==> src/rtl/sgd_mem_rd_cmd_gen_pkg.sv <==
// Shared constants, tags and types for the SGD memory read command generator.
package sgd_mem_rd_cmd_gen_pkg;

  localparam logic [7:0] MEM_RD_A_TAG      = 8'h0a;
  localparam logic [7:0] MEM_RD_B_TAG      = 8'h0b;
  localparam int         NUM_BITS_PER_CL   = 512;
  localparam int         CL_BYTES          = NUM_BITS_PER_CL / 8;
  localparam int         CL_SHIFT          = $clog2(CL_BYTES);
  localparam int         A_FIFO_DEPTH_BITS = 11;

  typedef enum logic [1:0] {
    ST_IDLE,
    ST_RUN,
    ST_DONE
  } state_e;

  typedef enum logic {
    STREAM_A,
    STREAM_B
  } stream_e;

  // Cachelines in the next burst: whatever is left, capped at the burst limit.
  function automatic logic [31:0] burst_chunk(input logic [31:0] remaining,
                                               input logic [31:0] max_cl);
    return (remaining < max_cl) ? remaining : max_cl;
  endfunction

endpackage

==> src/rtl/axis_mem_cmd.sv <==
// Memory command stream: byte address plus byte length, valid/ready handshake.
interface axis_mem_cmd;

  logic        valid;
  logic        ready;
  logic [63:0] address;
  logic [31:0] length;

  modport master (
    output valid,
    output address,
    output length,
    input  ready
  );

  modport slave (
    input  valid,
    input  address,
    input  length,
    output ready
  );

endinterface

==> src/rtl/sgd_rd_credit.sv <==
// Per-stream FIFO credit counter: chunk is taken on command handshake, one credit
// comes back per popped cacheline; a pop into a full counter is flagged sticky.
module sgd_rd_credit #(
  parameter int DEPTH_BITS = 11
) (
  input  logic              clk,
  input  logic              rst_n,
  input  logic              clr_err,
  input  logic              take,
  input  logic [DEPTH_BITS:0] amount,
  input  logic              pop,
  output logic [DEPTH_BITS:0] credit,
  output logic              err
);

  localparam logic [DEPTH_BITS:0] FULL = {1'b1, {DEPTH_BITS{1'b0}}};

  logic [DEPTH_BITS:0] sum;
  logic [DEPTH_BITS:0] credit_next;
  logic                overflow;

  // FULL+1 still fits in DEPTH_BITS+1 bits, so saturating after the add is safe.
  always_comb begin
    sum         = credit - (take ? amount : '0) + {{DEPTH_BITS{1'b0}}, pop};
    credit_next = (sum > FULL) ? FULL : sum;
  end

  assign overflow = pop && (credit == FULL);

  always_ff @(posedge clk or negedge rst_n) begin
    if (!rst_n) begin
      credit <= FULL;
      err    <= 1'b0;
    end else begin
      credit <= credit_next;
      if (clr_err) begin
        err <= overflow;
      end else if (overflow) begin
        err <= 1'b1;
      end
    end
  end

endmodule

==> src/rtl/sgd_mem_rd_cmd_gen.sv <==
// Streams A (dataset) and B (labels) read commands for a number of epochs,
// round-robin between streams and throttled by per-stream FIFO credits.
module sgd_mem_rd_cmd_gen
  import sgd_mem_rd_cmd_gen_pkg::*;
#(
  parameter int MAX_BURST_CL    = 64,
  parameter int FIFO_DEPTH_BITS = A_FIFO_DEPTH_BITS
) (
  input  logic        clk,
  input  logic        rst_n,
  input  logic        start,
  input  logic [63:0] addr_a,
  input  logic [63:0] addr_b,
  input  logic [31:0] num_cl_a,
  input  logic [31:0] num_cl_b,
  input  logic [15:0] num_epochs,
  axis_mem_cmd.master m_axis_mem_cmd,
  output logic [7:0]  cmd_tag,
  input  logic        a_cl_pop,
  input  logic        b_cl_pop,
  output logic        busy,
  output logic        done,
  output logic        credit_err
);

  localparam int          CW     = FIFO_DEPTH_BITS + 1;
  localparam logic [31:0] MAX_CL = 32'(MAX_BURST_CL);

  state_e        state;
  state_e        state_next;

  logic [63:0]   base_a;
  logic [63:0]   base_b;
  logic [63:0]   cur_a;
  logic [63:0]   cur_b;
  logic [31:0]   len_a;
  logic [31:0]   len_b;
  logic [31:0]   rem_a;
  logic [31:0]   rem_b;
  logic [15:0]   epochs;
  logic [15:0]   epoch;
  logic          prio_b;
  stream_e       cmd_stream;
  logic [CW-1:0] cmd_chunk;

  logic [CW-1:0] credit_a;
  logic [CW-1:0] credit_b;
  logic          err_a;
  logic          err_b;

  logic [31:0]   chunk_a;
  logic [31:0]   chunk_b;
  logic          elig_a;
  logic          elig_b;
  logic          start_acc;
  logic          empty_job;
  logic          hs;
  logic          hs_a;
  logic          hs_b;
  logic [31:0]   rem_a_after;
  logic [31:0]   rem_b_after;
  logic [63:0]   step;
  logic          last_epoch;
  logic          job_end;
  logic          wrap;
  logic          load;
  logic          sel_b;

  // Eligibility looks at registered credit only; a pop this cycle helps next cycle.
  assign chunk_a = burst_chunk(rem_a, MAX_CL);
  assign chunk_b = burst_chunk(rem_b, MAX_CL);
  assign elig_a  = (rem_a != 32'd0) && (32'(credit_a) >= chunk_a);
  assign elig_b  = (rem_b != 32'd0) && (32'(credit_b) >= chunk_b);

  assign start_acc = (state == ST_IDLE) && start;
  assign empty_job = (num_epochs == 16'd0) ||
                     ((num_cl_a == 32'd0) && (num_cl_b == 32'd0));

  assign hs   = m_axis_mem_cmd.valid && m_axis_mem_cmd.ready;
  assign hs_a = hs && (cmd_stream == STREAM_A);
  assign hs_b = hs && (cmd_stream == STREAM_B);
  assign step = 64'(cmd_chunk) << CL_SHIFT;

  assign rem_a_after = hs_a ? (rem_a - 32'(cmd_chunk)) : rem_a;
  assign rem_b_after = hs_b ? (rem_b - 32'(cmd_chunk)) : rem_b;

  assign last_epoch = (17'(epoch) + 17'd1) >= 17'(epochs);
  assign job_end    = hs && (rem_a_after == 32'd0) && (rem_b_after == 32'd0) && last_epoch;
  assign wrap       = (state == ST_RUN) && !m_axis_mem_cmd.valid &&
                      (rem_a == 32'd0) && (rem_b == 32'd0) && !last_epoch;
  assign load       = (state == ST_RUN) && !m_axis_mem_cmd.valid && (elig_a || elig_b);

  // Preferred stream wins if eligible, otherwise the other one (load implies one is).
  assign sel_b = prio_b ? elig_b : !elig_a;

  always_ff @(posedge clk or negedge rst_n) begin
    if (!rst_n) begin
      state <= ST_IDLE;
    end else begin
      state <= state_next;
    end
  end

  always_comb begin
    state_next = state;
    case (state)
      ST_IDLE: begin
        if (start) begin
          state_next = empty_job ? ST_DONE : ST_RUN;
        end
      end
      ST_RUN: begin
        if (job_end) begin
          state_next = ST_DONE;
        end
      end
      ST_DONE: begin
        state_next = ST_IDLE;
      end
      default: begin
        state_next = ST_IDLE;
      end
    endcase
  end

  // Job registers and the command output stage; payload only reloads while valid is low.
  always_ff @(posedge clk or negedge rst_n) begin
    if (!rst_n) begin
      base_a                 <= '0;
      base_b                 <= '0;
      cur_a                  <= '0;
      cur_b                  <= '0;
      len_a                  <= '0;
      len_b                  <= '0;
      rem_a                  <= '0;
      rem_b                  <= '0;
      epochs                 <= '0;
      epoch                  <= '0;
      prio_b                 <= 1'b0;
      cmd_stream             <= STREAM_A;
      cmd_chunk              <= '0;
      m_axis_mem_cmd.valid   <= 1'b0;
      m_axis_mem_cmd.address <= '0;
      m_axis_mem_cmd.length  <= '0;
      cmd_tag                <= '0;
    end else if (start_acc) begin
      base_a <= addr_a;
      base_b <= addr_b;
      cur_a  <= addr_a;
      cur_b  <= addr_b;
      len_a  <= num_cl_a;
      len_b  <= num_cl_b;
      rem_a  <= num_cl_a;
      rem_b  <= num_cl_b;
      epochs <= num_epochs;
      epoch  <= '0;
      prio_b <= 1'b0;
    end else if (state == ST_RUN) begin
      if (hs) begin
        m_axis_mem_cmd.valid <= 1'b0;
        prio_b               <= ~prio_b;
        rem_a                <= rem_a_after;
        rem_b                <= rem_b_after;
        if (hs_a) begin
          cur_a <= cur_a + step;
        end
        if (hs_b) begin
          cur_b <= cur_b + step;
        end
      end else if (wrap) begin
        cur_a <= base_a;
        cur_b <= base_b;
        rem_a <= len_a;
        rem_b <= len_b;
        epoch <= epoch + 16'd1;
      end else if (load) begin
        m_axis_mem_cmd.valid   <= 1'b1;
        m_axis_mem_cmd.address <= sel_b ? cur_b : cur_a;
        m_axis_mem_cmd.length  <= (sel_b ? chunk_b : chunk_a) << CL_SHIFT;
        cmd_tag                <= sel_b ? MEM_RD_B_TAG : MEM_RD_A_TAG;
        cmd_stream             <= sel_b ? STREAM_B : STREAM_A;
        cmd_chunk              <= sel_b ? CW'(chunk_b) : CW'(chunk_a);
      end
    end
  end

  sgd_rd_credit #(
    .DEPTH_BITS(FIFO_DEPTH_BITS)
  ) u_credit_a (
    .clk    (clk),
    .rst_n  (rst_n),
    .clr_err(start_acc),
    .take   (hs_a),
    .amount (cmd_chunk),
    .pop    (a_cl_pop),
    .credit (credit_a),
    .err    (err_a)
  );

  sgd_rd_credit #(
    .DEPTH_BITS(FIFO_DEPTH_BITS)
  ) u_credit_b (
    .clk    (clk),
    .rst_n  (rst_n),
    .clr_err(start_acc),
    .take   (hs_b),
    .amount (cmd_chunk),
    .pop    (b_cl_pop),
    .credit (credit_b),
    .err    (err_b)
  );

  assign busy       = (state != ST_IDLE);
  assign done       = (state == ST_DONE);
  assign credit_err = err_a | err_b;

endmodule

==> src/flat_wrapper.sv <==
// flat-port wrapper written by rule: the top's interface ports become plain ports
module sgd_mem_rd_cmd_gen_flat import sgd_mem_rd_cmd_gen_pkg::*;
#(
  parameter int MAX_BURST_CL    = 64,
  parameter int FIFO_DEPTH_BITS = A_FIFO_DEPTH_BITS
)
  (clk, rst_n, start, addr_a, addr_b, num_cl_a, num_cl_b, num_epochs, cmd_tag, a_cl_pop, b_cl_pop, busy, done, credit_err, m_axis_mem_cmd_valid, m_axis_mem_cmd_address, m_axis_mem_cmd_length, m_axis_mem_cmd_ready);
  axis_mem_cmd m_axis_mem_cmd_i ();
  input  logic clk;
  input  logic rst_n;
  input  logic start;
  input  logic [63:0] addr_a;
  input  logic [63:0] addr_b;
  input  logic [31:0] num_cl_a;
  input  logic [31:0] num_cl_b;
  input  logic [15:0] num_epochs;
  output logic [7:0] cmd_tag;
  input  logic a_cl_pop;
  input  logic b_cl_pop;
  output logic busy;
  output logic done;
  output logic credit_err;
  output wire logic [$bits(m_axis_mem_cmd_i.valid)-1:0] m_axis_mem_cmd_valid;
  output wire logic [$bits(m_axis_mem_cmd_i.address)-1:0] m_axis_mem_cmd_address;
  output wire logic [$bits(m_axis_mem_cmd_i.length)-1:0] m_axis_mem_cmd_length;
  input wire logic [$bits(m_axis_mem_cmd_i.ready)-1:0] m_axis_mem_cmd_ready;
  assign m_axis_mem_cmd_valid = m_axis_mem_cmd_i.valid;
  assign m_axis_mem_cmd_address = m_axis_mem_cmd_i.address;
  assign m_axis_mem_cmd_length = m_axis_mem_cmd_i.length;
  assign m_axis_mem_cmd_i.ready = m_axis_mem_cmd_ready;
  sgd_mem_rd_cmd_gen #(.MAX_BURST_CL(MAX_BURST_CL), .FIFO_DEPTH_BITS(FIFO_DEPTH_BITS)) u_core (.clk(clk), .rst_n(rst_n), .start(start), .addr_a(addr_a), .addr_b(addr_b), .num_cl_a(num_cl_a), .num_cl_b(num_cl_b), .num_epochs(num_epochs), .m_axis_mem_cmd(m_axis_mem_cmd_i), .cmd_tag(cmd_tag), .a_cl_pop(a_cl_pop), .b_cl_pop(b_cl_pop), .busy(busy), .done(done), .credit_err(credit_err));
endmodule
==> config.mk <==
export PLATFORM = sky130hd
export DESIGN_NAME = sgd_mem_rd_cmd_gen_flat
export DESIGN_NICKNAME = d
export VERILOG_FILES = /design/src/rtl/sgd_mem_rd_cmd_gen_pkg.sv /design/src/rtl/axis_mem_cmd.sv /design/src/rtl/sgd_rd_credit.sv /design/src/rtl/sgd_mem_rd_cmd_gen.sv /design/src/flat_wrapper.sv
export SDC_FILE = /design/constraint.sdc
export NUM_CORES = 2
export LEC_CHECK = 0
export BUFFER_PORTS_ARGS = -buffer_cell sky130_fd_sc_hd__buf_4
export CORE_AREA = 2 2 241 243
export CTS_BUF_LIST = sky130_fd_sc_hd__clkbuf_8
export DETAILED_ROUTE_END_ITERATION = 12
export DIE_AREA = 0 0 243 245
export PLACE_DENSITY = 0.82
export SKIP_CTS_REPAIR_TIMING = 1
export SLEW_MARGIN = 20
export SYNTH_ARGS = -nofsm -noshare
export SYNTH_HDL_FRONTEND = slang
export SYNTH_HIERARCHICAL = 1
export SYNTH_SLANG_ARGS = --single-unit
==> constraint.sdc <==
create_clock -name clk -period 4.22 [get_ports clk]
set_clock_uncertainty 0.05 [all_clocks]
set_input_delay 0.633 -clock clk [delete_from_list [all_inputs] [get_ports clk]]
set_output_delay 0.633 -clock clk [all_outputs]
set_load 0.01 [all_outputs]
==> summary by stage <==
Timing
For the pin with the worst max-slew slack, the measured transition is 0.953 ns. Setup repair after global routing could not meet its margin everywhere. In the post-route analysis, the smallest setup slack over all paths is -0.194 ns. The smallest clock period supported by the final layout is computed as 4.41 ns. Based on the critical path, the design can be clocked at up to 0.227 GHz. Setup violations remaining at the end of the flow were counted as 68.

The final number of max-transition violations was 0. The worst slew margin relative to its limit is 0.359. The number of failing hold endpoints at the final stage came to 0.

Dividing the final minimum period by the clock period gives 1.05.

Place
The count of input and output buffers is 310. Once placement completed, the tool counted placed cells totaling 4750. At the end of routability-driven placement, the weighted congestion stood at 0.973. The HPWL after detailed placement is 70500 µm.

Power
The post-layout total power is 26.8 mW. The worst ir drop on vdd is 0.602 mV. The power density over the cells is 706 nW/µm². In this run the static leakage power is 17.7 nW.

Logic synthesis
The netlist uses 89 different library cells. The share of async-settable or async-resettable flops after synthesis is 1.00. In the synthesized netlist the dominant register cell turns out to be sky130_fd_sc_hd__dfrtp_1. Ranked by total cell area, the synthesized netlist is headed by sky130_fd_sc_hd__dfrtp_1 (43%), sky130_fd_sc_hd__nand2_1 (10%), sky130_fd_sc_hd__ha_1 (5.3%), sky130_fd_sc_hd__o21ai_0 (4.2%), sky130_fd_sc_hd__nor2_1 (3.7%). The per-instance average area after synthesis is 8.42 µm².

The biggest area contributor in the post-synthesis netlist is sky130_fd_sc_hd__dfrtp_1. The cell area after technology mapping is 31500 µm². Synthesis produced 3739 cells.

The total number of yosys warnings is 6. The count of state elements after synthesis is 538. The share of the Yosys chip area taken by registers is 0.428.

The number of flops mapped to enable cells by yosys is 0. The share of the synthesized area in the top cell type is 0.426.

Worst setup path
The start of the worst register-to-register path is u_core/rem_a[18]$_DFFE_PN0P_. The first element of the critical path is u_core/rem_a[18]$_DFFE_PN0P_. The maximum net fanout on the critical path is 6. The critical path arrival is 4.95 ns. The worst setup path is captured at a flip-flop. The number of cell instances on the worst register-to-register path is 17.

In this run the register-to-register setup slack is -0.19 ns. The setup path with the least slack is of type reg -> reg. The startpoint class of the critical path is a flip-flop. The terminus of the critical flop-to-flop path is u_core/m_axis_mem_cmd.address[30]$_DFFE_PN0P_.

The worst endpoint required time is 4.75 ns.

Drt
Wires add up to 102000 µm. The DRC violation total after the first TritonRoute iteration is 3243. In the final routed layout, each cell accounts on average for 20.6 µm. The total number of vias is 30200. The vias per cell is 6.09. The DRC violations left is 0. The number of optimization iterations in the first detailed-route pass is 6. In this run the remaining antenna-violating nets after routing total 0.

Global routing
In the global route stage, overall resource usage came out at 0.332. The initial antenna violation count is 3. The number of global-route vias before repair came to 28800. The remaining global-route overflow is 0. Entering global routing, the biggest net connects 139 pins. The first global-routing pass estimated 157000 µm of wire.

Finish
In the final layout, the share of cells above drive strength 1 is 0.168. The final net count is 4462. The filler cell count in the final layout is 4675.

Excluding fillers, the count of instances in the completed layout stands at 4956. The growth of design area from synthesis to finish is 20.4%. The multi-input combinational cells in the finished layout cover a total of 17000 µm². The register cell area after layout is 13500 µm².

Run status
The checks that failed: setup timing. The flow ran to the end, but the final reports show violations.

Clock tree
The clock tree from TritonCTS is yes. In this run, CTS created clock tree buffers numbering 95. Counting along the longest clock path gives a buffer depth of 3. CTS built an H-tree with a depth of 3. Clock latency on the worst-skew pair, taken at its later pin, is 0.72 ns.

The number of sinks handled by clock tree synthesis is 538. The clock transition at the register clock pins on the worst setup and hold paths after CTS is 0.06 ns. The cell sitting at the root of the clock tree is a sky130_fd_sc_hd__clkbuf_8.

Floorplan
The placement row count is 88. The x dimension of the die is 243 µm. The core footprint is 57000 µm². The area of the die is 59500 µm². The top-level I/O count is 322. The floorplan step set the die height to 245 µm. For this configuration, the core starts out at a cell density of 0.552.

Job
The max-cap check violation count is 0.

Worst hold path
In this run the most critical hold path is launched from addr_b[43]. For hold timing, the worst endpoint is u_core/base_b[43]$_DFFE_PN0P_. The worst hold path depth is 3. In this run the worst hold path is classified as in -> reg.
[state kept, by name (all words and copies together), names as in the netlist]
name / cells
u_core/m_axis_mem_cmd.length: 15
u_core/cmd_chunk: 11
u_core/cur_b: 64
u_core/u_credit_a/credit: 12
u_core/cur_a: 64
u_core/u_credit_b/err: 1
u_core/len_a: 32
u_core/u_credit_a/err: 1
u_core/rem_b: 32
u_core/m_axis_mem_cmd.valid: 1
u_core/base_b: 64
u_core/state: 2
u_core/u_credit_b/credit: 12
u_core/epoch: 16
u_core/epochs: 16
u_core/prio_b: 1
u_core/rem_a: 32
u_core/m_axis_mem_cmd.address: 64
u_core/len_b: 32
u_core/cmd_tag: 2
u_core/base_a: 64
[through the flow]
stage          instance area, µm²  setup slack, ns  TNS (ns)  hold WS, ns  utilization
6_report                    37900           -0.194     -8.44       0.0786        0.665
5_1_grt                     37900           -0.257    -13.06       0.0601        0.665
4_1_cts                     37300           -0.273    -11.92      -0.0562        0.654
3_5_place_dp                35300           -0.236    -10.07        0.407        0.619
3_3_place_gp                35300          -0.0737     -2.37        0.400        0.619
2_1_floorplan               31500          0.00213         0        0.287            -
[final cells by class]
class                   count  share of cell area
clock buffers             121              0.0439
diodes                      1           0.0000660
clock inverters            57             0.00828
inverters                 122              0.0123
well taps                 765              0.0253
multi-input cells        2883               0.449
repair buffers            469               0.106
flip-flops and latches    538               0.355
[placed cells by master (no fill, tap or decap), types with 40 or more instances in the layout]
| master | n |
|---|---|
| sky130_fd_sc_hd__buf_4 | 427 |
| sky130_fd_sc_hd__mux2i_1 | 70 |
| sky130_fd_sc_hd__clkbuf_8 | 121 |
| sky130_fd_sc_hd__nor4_1 | 49 |
| sky130_fd_sc_hd__xor2_1 | 61 |
| sky130_fd_sc_hd__dfrtp_1 | 536 |
| sky130_fd_sc_hd__a21o_1 | 40 |
| sky130_fd_sc_hd__a31oi_1 | 87 |
| sky130_fd_sc_hd__nor3_1 | 49 |
| sky130_fd_sc_hd__a21oi_1 | 213 |
| sky130_fd_sc_hd__nand2_1 | 835 |
| sky130_fd_sc_hd__xnor2_1 | 50 |
| sky130_fd_sc_hd__o211ai_1 | 71 |
| sky130_fd_sc_hd__nor2_1 | 304 |
| sky130_fd_sc_hd__nand3_1 | 74 |
| sky130_fd_sc_hd__o21ai_0 | 262 |
| sky130_fd_sc_hd__inv_1 | 158 |
| sky130_fd_sc_hd__ha_1 | 129 |
[cells in the mapped netlist (22+ instances only)]
cell                         n
sky130_fd_sc_hd__inv_1     119
sky130_fd_sc_hd__nor2_1    307
sky130_fd_sc_hd__o21ai_0   265
sky130_fd_sc_hd__nand2_1   840
sky130_fd_sc_hd__buf_2      31
sky130_fd_sc_hd__a21oi_1   224
sky130_fd_sc_hd__o211ai_1   71
sky130_fd_sc_hd__clkbuf_1  145
sky130_fd_sc_hd__xor2_1     61
sky130_fd_sc_hd__a21o_1     40
sky130_fd_sc_hd__nand2b_1   22
sky130_fd_sc_hd__ha_1      133
sky130_fd_sc_hd__and3_1     39
sky130_fd_sc_hd__o21ai_1    22
sky130_fd_sc_hd__nor2b_1    35
sky130_fd_sc_hd__nand4_1    34
sky130_fd_sc_hd__a22o_1     29
sky130_fd_sc_hd__nor3_1     50
sky130_fd_sc_hd__nor4_1     49
sky130_fd_sc_hd__xnor2_1    51
sky130_fd_sc_hd__a31oi_1    87
sky130_fd_sc_hd__mux2i_1    81
sky130_fd_sc_hd__o21a_1     30
sky130_fd_sc_hd__nand3_1    75
sky130_fd_sc_hd__dfrtp_1   536
[report_power, final]
group	internal (mW)	leakage [nW]	switching, mW	total (mW)
clock network	2.71	1.17	2.27	4.98
registers	6.81	6.65	1.92	8.73
logic	5.69	9.90	7.38	13.1
total	15.2	17.7	11.6	26.8
[layer usage]
metal  vias up  track usage  share of wire
met2      1596        0.505           0.45
met5         -            0        0.00025
met1     14400        0.453           0.41
met4         4        0.155          0.046
li1      13900            -              -
met3       303       0.0722          0.099
[critical path, cell delays in order, from the launching register on]
cell                        delay (ns)
sky130_fd_sc_hd__dfrtp_1          0.38
sky130_fd_sc_hd__or4_4            0.54
sky130_fd_sc_hd__or4_4            0.52
sky130_fd_sc_hd__and4b_4          0.44
sky130_fd_sc_hd__and2_4           0.18
sky130_fd_sc_hd__ha_4             0.19
sky130_fd_sc_hd__nand2b_4         0.12
sky130_fd_sc_hd__a21o_1           0.15
sky130_fd_sc_hd__a21o_1           0.18
sky130_fd_sc_hd__a21oi_2          0.18
sky130_fd_sc_hd__o41ai_2          0.10
sky130_fd_sc_hd__o21a_1           0.22
sky130_fd_sc_hd__mux2i_4          0.24
sky130_fd_sc_hd__buf_12           0.16
sky130_fd_sc_hd__buf_12           0.15
sky130_fd_sc_hd__clkbuf_16        0.16
sky130_fd_sc_hd__mux2i_2          0.22
sky130_fd_sc_hd__a21oi_1          0.08
[cell families after synthesis]
family	after synthesis	synth area share
adders and majority gates	139	0.0567
DFF	538	0.428
xor gates and xnor gates	112	0.0312
other	2	0.000239
AOI/OAI and AO/OA	961	0.192
and+or+nand+nor	1556	0.218
buffers and inverters	338	0.0442
muxes	93	0.0301
[worst max path at each step]
stage	end	slack [ns]	depth (start not counted)
6_report	u_core/m_axis_mem_cmd.address[30]$_DFFE_PN0P_	-0.19	17
4_1_cts	u_core/m_axis_mem_cmd.address[32]$_DFFE_PN0P_	-0.27	15
2_1_floorplan	u_core/cmd_chunk[2]$_DFFE_PN0P_	0.002	17
5_1_grt	u_core/m_axis_mem_cmd.address[31]$_DFFE_PN0P_	-0.26	17
3_3_place_gp	u_core/m_axis_mem_cmd.address[30]$_DFFE_PN0P_	-0.07	15
3_5_place_dp	u_core/m_axis_mem_cmd.address[42]$_DFFE_PN0P_	-0.24	15
Note: power is estimated with default switching activity, not from simulation.
